$ cat src/rtl/mux4_rr_arbiter.sv
// Four-input round-robin mux arbiter. It hands ownership of a 4:1 mux to one
// requester at a time and puts a one-cycle break-before-make gap between owners.
module mux4_rr_arbiter #(
  parameter int HOLD_MAX = 8
) (
  input  logic       clk,
  input  logic       rst_n,
  input  logic [3:0] req,
  input  logic       done,
  output logic [3:0] grant,
  output logic       s1,
  output logic       s0,
  output logic       valid,
  output logic       preempt
);

  localparam int CW = (HOLD_MAX < 1) ? 1 : $clog2(HOLD_MAX + 1);
  localparam logic [CW-1:0] CNT_MAX  = {CW{1'b1}};
  localparam logic [CW-1:0] HOLD_LIM = CW'(HOLD_MAX);

  typedef enum logic [1:0] {IDLE, GRANT, GAP} state_t;

  state_t        state_reg, state_next;
  logic [1:0]    owner_reg, owner_next;
  logic [1:0]    lw_reg, lw_next;
  logic [CW-1:0] cnt_reg, cnt_next;
  logic [3:0]    grant_reg, grant_next;
  logic [1:0]    sel_reg, sel_next;
  logic          valid_reg, valid_next;
  logic          preempt_reg, preempt_next;

  logic [3:0]    rot_req;
  logic [1:0]    win_ofs;
  logic [1:0]    winner;
  logic          timeout;

  // rot_req[k] is the request that sits k+1 places after the last winner.
  genvar gi;
  generate
    for (gi = 0; gi < 4; gi++) begin : g_rot
      localparam logic [1:0] OFS = 2'(gi + 1);
      assign rot_req[gi] = req[lw_reg + OFS];
    end
  endgenerate

  always_comb begin
    win_ofs = 2'd0;
    for (int k = 3; k >= 0; k--) begin
      if (rot_req[k]) win_ofs = 2'(k);
    end
  end

  assign winner  = lw_reg + 2'd1 + win_ofs;
  assign timeout = (HOLD_MAX != 0) && (cnt_reg == HOLD_LIM);

  always_comb begin
    state_next   = state_reg;
    owner_next   = owner_reg;
    lw_next      = lw_reg;
    cnt_next     = cnt_reg;
    preempt_next = 1'b0;
    case (state_reg)
      IDLE, GAP: begin
        if (|req) begin
          state_next = GRANT;
          owner_next = winner;
          lw_next    = winner;
          cnt_next   = CW'(1);
        end else begin
          state_next = IDLE;
        end
      end
      GRANT: begin
        if (done || !req[owner_reg] || timeout) begin
          state_next   = GAP;
          // Only a forced release is a preemption; a voluntary one is not.
          preempt_next = timeout && !done && req[owner_reg];
        end else if (cnt_reg != CNT_MAX) begin
          cnt_next = cnt_reg + 1'b1;
        end
      end
      default: state_next = IDLE;
    endcase
  end

  // Outputs are registered from the next-state values so they line up with state.
  always_comb begin
    grant_next = 4'b0000;
    sel_next   = sel_reg;
    valid_next = 1'b0;
    if (state_next == GRANT) begin
      grant_next = 4'b0001 << owner_next;
      sel_next   = owner_next;
      valid_next = 1'b1;
    end
  end

  always_ff @(posedge clk) begin
    if (!rst_n) begin
      state_reg   <= IDLE;
      owner_reg   <= 2'd0;
      lw_reg      <= 2'd3;
      cnt_reg     <= '0;
      grant_reg   <= 4'b0000;
      sel_reg     <= 2'd0;
      valid_reg   <= 1'b0;
      preempt_reg <= 1'b0;
    end else begin
      state_reg   <= state_next;
      owner_reg   <= owner_next;
      lw_reg      <= lw_next;
      cnt_reg     <= cnt_next;
      grant_reg   <= grant_next;
      sel_reg     <= sel_next;
      valid_reg   <= valid_next;
      preempt_reg <= preempt_next;
    end
  end

  assign grant   = grant_reg;
  assign s1      = sel_reg[1];
  assign s0      = sel_reg[0];
  assign valid   = valid_reg;
  assign preempt = preempt_reg;

endmodule

$ cat config.mk
export PLATFORM = sky130hd
export DESIGN_NAME = mux4_rr_arbiter
export DESIGN_NICKNAME = d
export VERILOG_FILES = /design/src/rtl/mux4_rr_arbiter.sv
export SDC_FILE = /design/constraint.sdc
export NUM_CORES = 1
export LEC_CHECK = 0
export BUFFER_PORTS_ARGS = -buffer_cell sky130_fd_sc_hd__buf_2
export CAP_MARGIN = 30
export CORE_AREA = 2 2 41 62
export DETAILED_ROUTE_END_ITERATION = 12
export DIE_AREA = 0 0 43 64
export GPL_TIMING_DRIVEN = 0
export MAX_ROUTING_LAYER = met4
export PLACE_DENSITY = 0.67
export SLEW_MARGIN = 20
export SYNTH_ARGS = -nofsm -noshare
export SYNTH_HDL_FRONTEND = slang
export SYNTH_SLANG_ARGS = --single-unit
$ cat constraint.sdc
create_clock -name clk -period 3.2 [get_ports clk]
set_clock_uncertainty 0.15 [all_clocks]
set_input_delay 0.64 -clock clk [delete_from_list [all_inputs] [get_ports clk]]
set_output_delay 0.64 -clock clk [all_outputs]
set_load 0.01 [all_outputs]
==> metrics.md <==
| Metric | Value |
|---|---|
| Hold_sp | `sel_reg[0]` |
| Cell depth of the worst flop-to-flop path | `9` |
| CTS Buffer Depth | `2` |
| Die footprint | `0.002752 mm2` |
| Portion of the clock cycle consumed by the worst path in the final layout | `87.39%` |
| Highest-delay cell along the critical path | `sky130_fd_sc_hd__a2111oi_2` |
| Arrival time at the worst endpoint | `2.81 ns` |
| DRC | `0` |
| Number of standard cells in the final layout excluding fillers | `165` |
| Netlist area before placement | `0.001070 mm2` |
| Setup repair after global routing missed its margin | `no` |
| Nets | `153` |
| Count of final max-slew check failures | `0` |
| Pre-Repair DR Iteration Count | `4` |
| Most area-hungry cell type in the Yosys netlist | `sky130_fd_sc_hd__dfxtp_1` |
| Count of buffer and inverter cells on the critical path | `2` |
| Diodes inserted | `0` |
| Maximum number of pins on one net before global-route repair | `11` |
| Chip height | `64 um` |
| Iteration-0 DRC Markers | `25` |
| Clock sink total | `18` |
| Maximum operating frequency | `0.3576 GHz` |
| Outcome | `finished clean` |
| Wire length of the first global-routing pass | `3877 um` |
| Mean number of vias per cell | `5.788` |
| Transition at the pin with the smallest max-transition slack | `0.5073 ns` |
| Start-to-end type of the worst setup path | `in2reg` |
| Gate count after technology mapping | `125` |
| Hold Path Sink | `sel_reg[0]` |
| Number of buffers added by the clock tree synthesis step | `3` |
| Most common cell after layout, fill and taps aside | `sky130_fd_sc_hd__dfxtp_1` |
| DR WL/cell | `13.60 um` |
| Leakage power summed over all cells | `0.5164 nW` |
| Number of hold violations in the final report | `0` |
| Capturing element type of the critical path | `flip-flop` |
| Cells after DPL | `161` |
| Core Box Area | `0.002207 mm2` |
| Htree depth | `1` |
| Post-cts hold buffer count | `0` |
| Vias in the first global route | `900` |
| Max_slew headroom | `65.95%` |
| Total GRT Usage | `18.66%` |
| Worst min-delay path class | `reg2reg` |
| Floorplan row count | `21` |
| Number of distinct library cells after synthesis | `45` |
| Number of vias in the routed layout | `955` |
| Clock transition at the registers of the reported paths | `0.10 ns` |
| Critical path's largest stage delay | `0.48 ns` |
| Clock root buffer | `sky130_fd_sc_hd__clkbuf_4` |
| Fillcell total | `224` |
| Post-synthesis average cell area | `8.558 um2` |
| Flip-flop and latch count after synthesis | `18` |
| Primary flip-flop cell chosen by synthesis mapping | `sky130_fd_sc_hd__dfxtp_1` |
| Number of max-cap violations | `0` |
| Boundary pin count | `15` |
| Half-perimeter wire length of the detailed placement result | `1725 um` |
| Proportion of layout cells with a drive suffix above 1 | `22.54%` |
| Largest vdd supply drop | `0.3192 mV` |
| Final ANT Viol Nets | `0` |
| Initial antenna violation count | `0` |
| Proportion of register bits with asynchronous set or reset after synthesis | `0%` |
| RR Startpoint | `lw_reg[1]` |
| Number of flops mapped to enable cells by yosys | `0` |
| Overall overflow remaining after global route | `0` |
| Part of the Yosys area used for sequential elements | `33.68%` |
| Most used cells in the layout excluding fill and tap cells | `sky130_fd_sc_hd__dfxtp_1, sky130_fd_sc_hd__buf_2, sky130_fd_sc_hd__nor2_1` |
| Final wirelength | `2244 um` |
| Setup Slack @ Placement | `0.1228 ns` |
| Total Neg Setup Slack | `0 ns` |
| Area growth syn-to-layout | `12.16%` |
| Die X | `43 um` |
| RR Endpoint | `sel_reg[1]` |
| Final critical path time including I/O delays and setup | `2.796 ns` |
| Cell with the most instances on the worst path | `sky130_fd_sc_hd__buf_2` |
| Post-CTS setup-driven buffer insertion count | `0` |
| Nets in the synthesized netlist | `135` |
| Number of buffers added on ports | `13` |
| Slack of the worst reg-to-reg path | `0.42 ns` |
| Latest clock arrival within the worst-skew pair | `0.29 ns` |
| Kind of cell adding the most delay to the critical path | `compound AO/OA/AOI/OAI gates` |
| Power density over the cells | `659.3 mW/mm2` |
| Routability-driven placement congestion ratio | `0.8870` |
| Number of gates resized after CTS | `0` |
| Hold Slack | `0.3563 ns` |
| Starting density of the core | `48.47%` |
| Share of Yosys cell area claimed by the top area cell type | `33.68%` |
| Worst-path fanout max | `10` |
| Final worst slack | `0.4036 ns` |
| TritonCTS clock tree | `yes` |
| Cell types occupying the most area after synthesis | `sky130_fd_sc_hd__dfxtp_1, sky130_fd_sc_hd__nor2_1, sky130_fd_sc_hd__mux2i_1` |
| Total of warnings raised by yosys | `0` |
| Worst Setup Start Kind | `primary input` |
| Setup violators final | `0` |
| Critical Path, Cell by Cell | `buf_2, buf_2, nor2b_1, a221oi_1, o221ai_1, ha_1, xnor2_1, a2111oi_2, or3_4, a31oi_2` |
| Critical path required time | `3.21 ns` |
| Worst hold path cell count | `2` |
[cells by family (layout without fill, tap and decap cells)]
logic type,Yosys count,in the layout,synth area share [%]
buffers and inverters,16,33,6.784
xor gates and xnor gates,2,2,1.638
adders and majority gates,3,3,3.509
and+or+nand+nor,48,48,23.98
muxes,6,6,6.901
DFF,18,18,33.68
AOI/OAI and AO/OA,32,32,23.51
[cell usage after synthesis (2+ instances only)]
library cell	instances
sky130_fd_sc_hd__a211oi_1	3
sky130_fd_sc_hd__a21oi_1	7
sky130_fd_sc_hd__buf_2	4
sky130_fd_sc_hd__clkbuf_1	2
sky130_fd_sc_hd__dfxtp_1	18
sky130_fd_sc_hd__ha_1	3
sky130_fd_sc_hd__inv_1	8
sky130_fd_sc_hd__mux2i_1	4
sky130_fd_sc_hd__nand2_1	10
sky130_fd_sc_hd__nand2b_1	2
sky130_fd_sc_hd__nand3_1	5
sky130_fd_sc_hd__nand3b_1	3
sky130_fd_sc_hd__nor2_1	11
sky130_fd_sc_hd__nor2b_1	2
sky130_fd_sc_hd__nor3_1	5
sky130_fd_sc_hd__o211ai_1	2
sky130_fd_sc_hd__o21ai_0	2
sky130_fd_sc_hd__o21ba_1	2
sky130_fd_sc_hd__o31ai_2	2
sky130_fd_sc_hd__o32ai_1	3
sky130_fd_sc_hd__or3_1	3
[area by class of cell]
type | count | area (um2) | area share [%]
Multi-Input combinational cell | 91 | 636.9 | 53.08
Sequential cell | 18 | 360.3 | 30.03
Timing Repair Buffer | 13 | 65.06 | 5.422
Buffer | 7 | 38.79 | 3.233
Clock buffer | 4 | 36.28 | 3.024
Inverter | 9 | 33.78 | 2.815
Tap cell | 23 | 28.78 | 2.398
[worst max path at each step]
stage	startpoint	to	slack, ns	depth (start not counted)
2_1_floorplan	req[1]	sel_reg[1]	0.54	9
3_3_place_gp	req[1]	sel_reg[1]	0.14	10
3_5_place_dp	req[1]	sel_reg[1]	0.12	10
4_1_cts	req[1]	sel_reg[1]	0.45	10
5_1_grt	lw_reg[1]	sel_reg[1]	0.24	9
6_report	req[1]	sel_reg[1]	0.40	10
[stage by stage]
stage / cell area [um2] / total power (W) / util (%)
6_report: 1200 / 0.0007911 / 54.37
5_1_grt: 1200 / 0.0008524 / 54.37
4_1_cts: 1200 / 0.0007981 / 54.37
3_5_place_dp: 1164 / 0.0006571 / 52.72
3_3_place_gp: 1164 / 0.0006553 / 52.72
2_1_floorplan: 1070 / 0.0005743 / -
[power by group]
group	internal [W]	switching, W
clock	0.0000693	0.0000703
sequential	0.000269	0.0000190
combinational	0.000155	0.000208
[layer usage]
layer	global-route usage (%)	up-vias	part of all wire (%)
li1	-	488	-
met1	21.09	431	42
met2	30.30	23	50
met3	3.107	13	3.3
met4	10.98	0	4.8
met5	-	-	0
[worst min-delay path, stage by stage (launching register included)]
cell	delay, ns
sky130_fd_sc_hd__dfxtp_1	0.32
sky130_fd_sc_hd__nor2_1	0.09
sky130_fd_sc_hd__a211oi_1	0.05
Power figures use the tool's default switching activity.
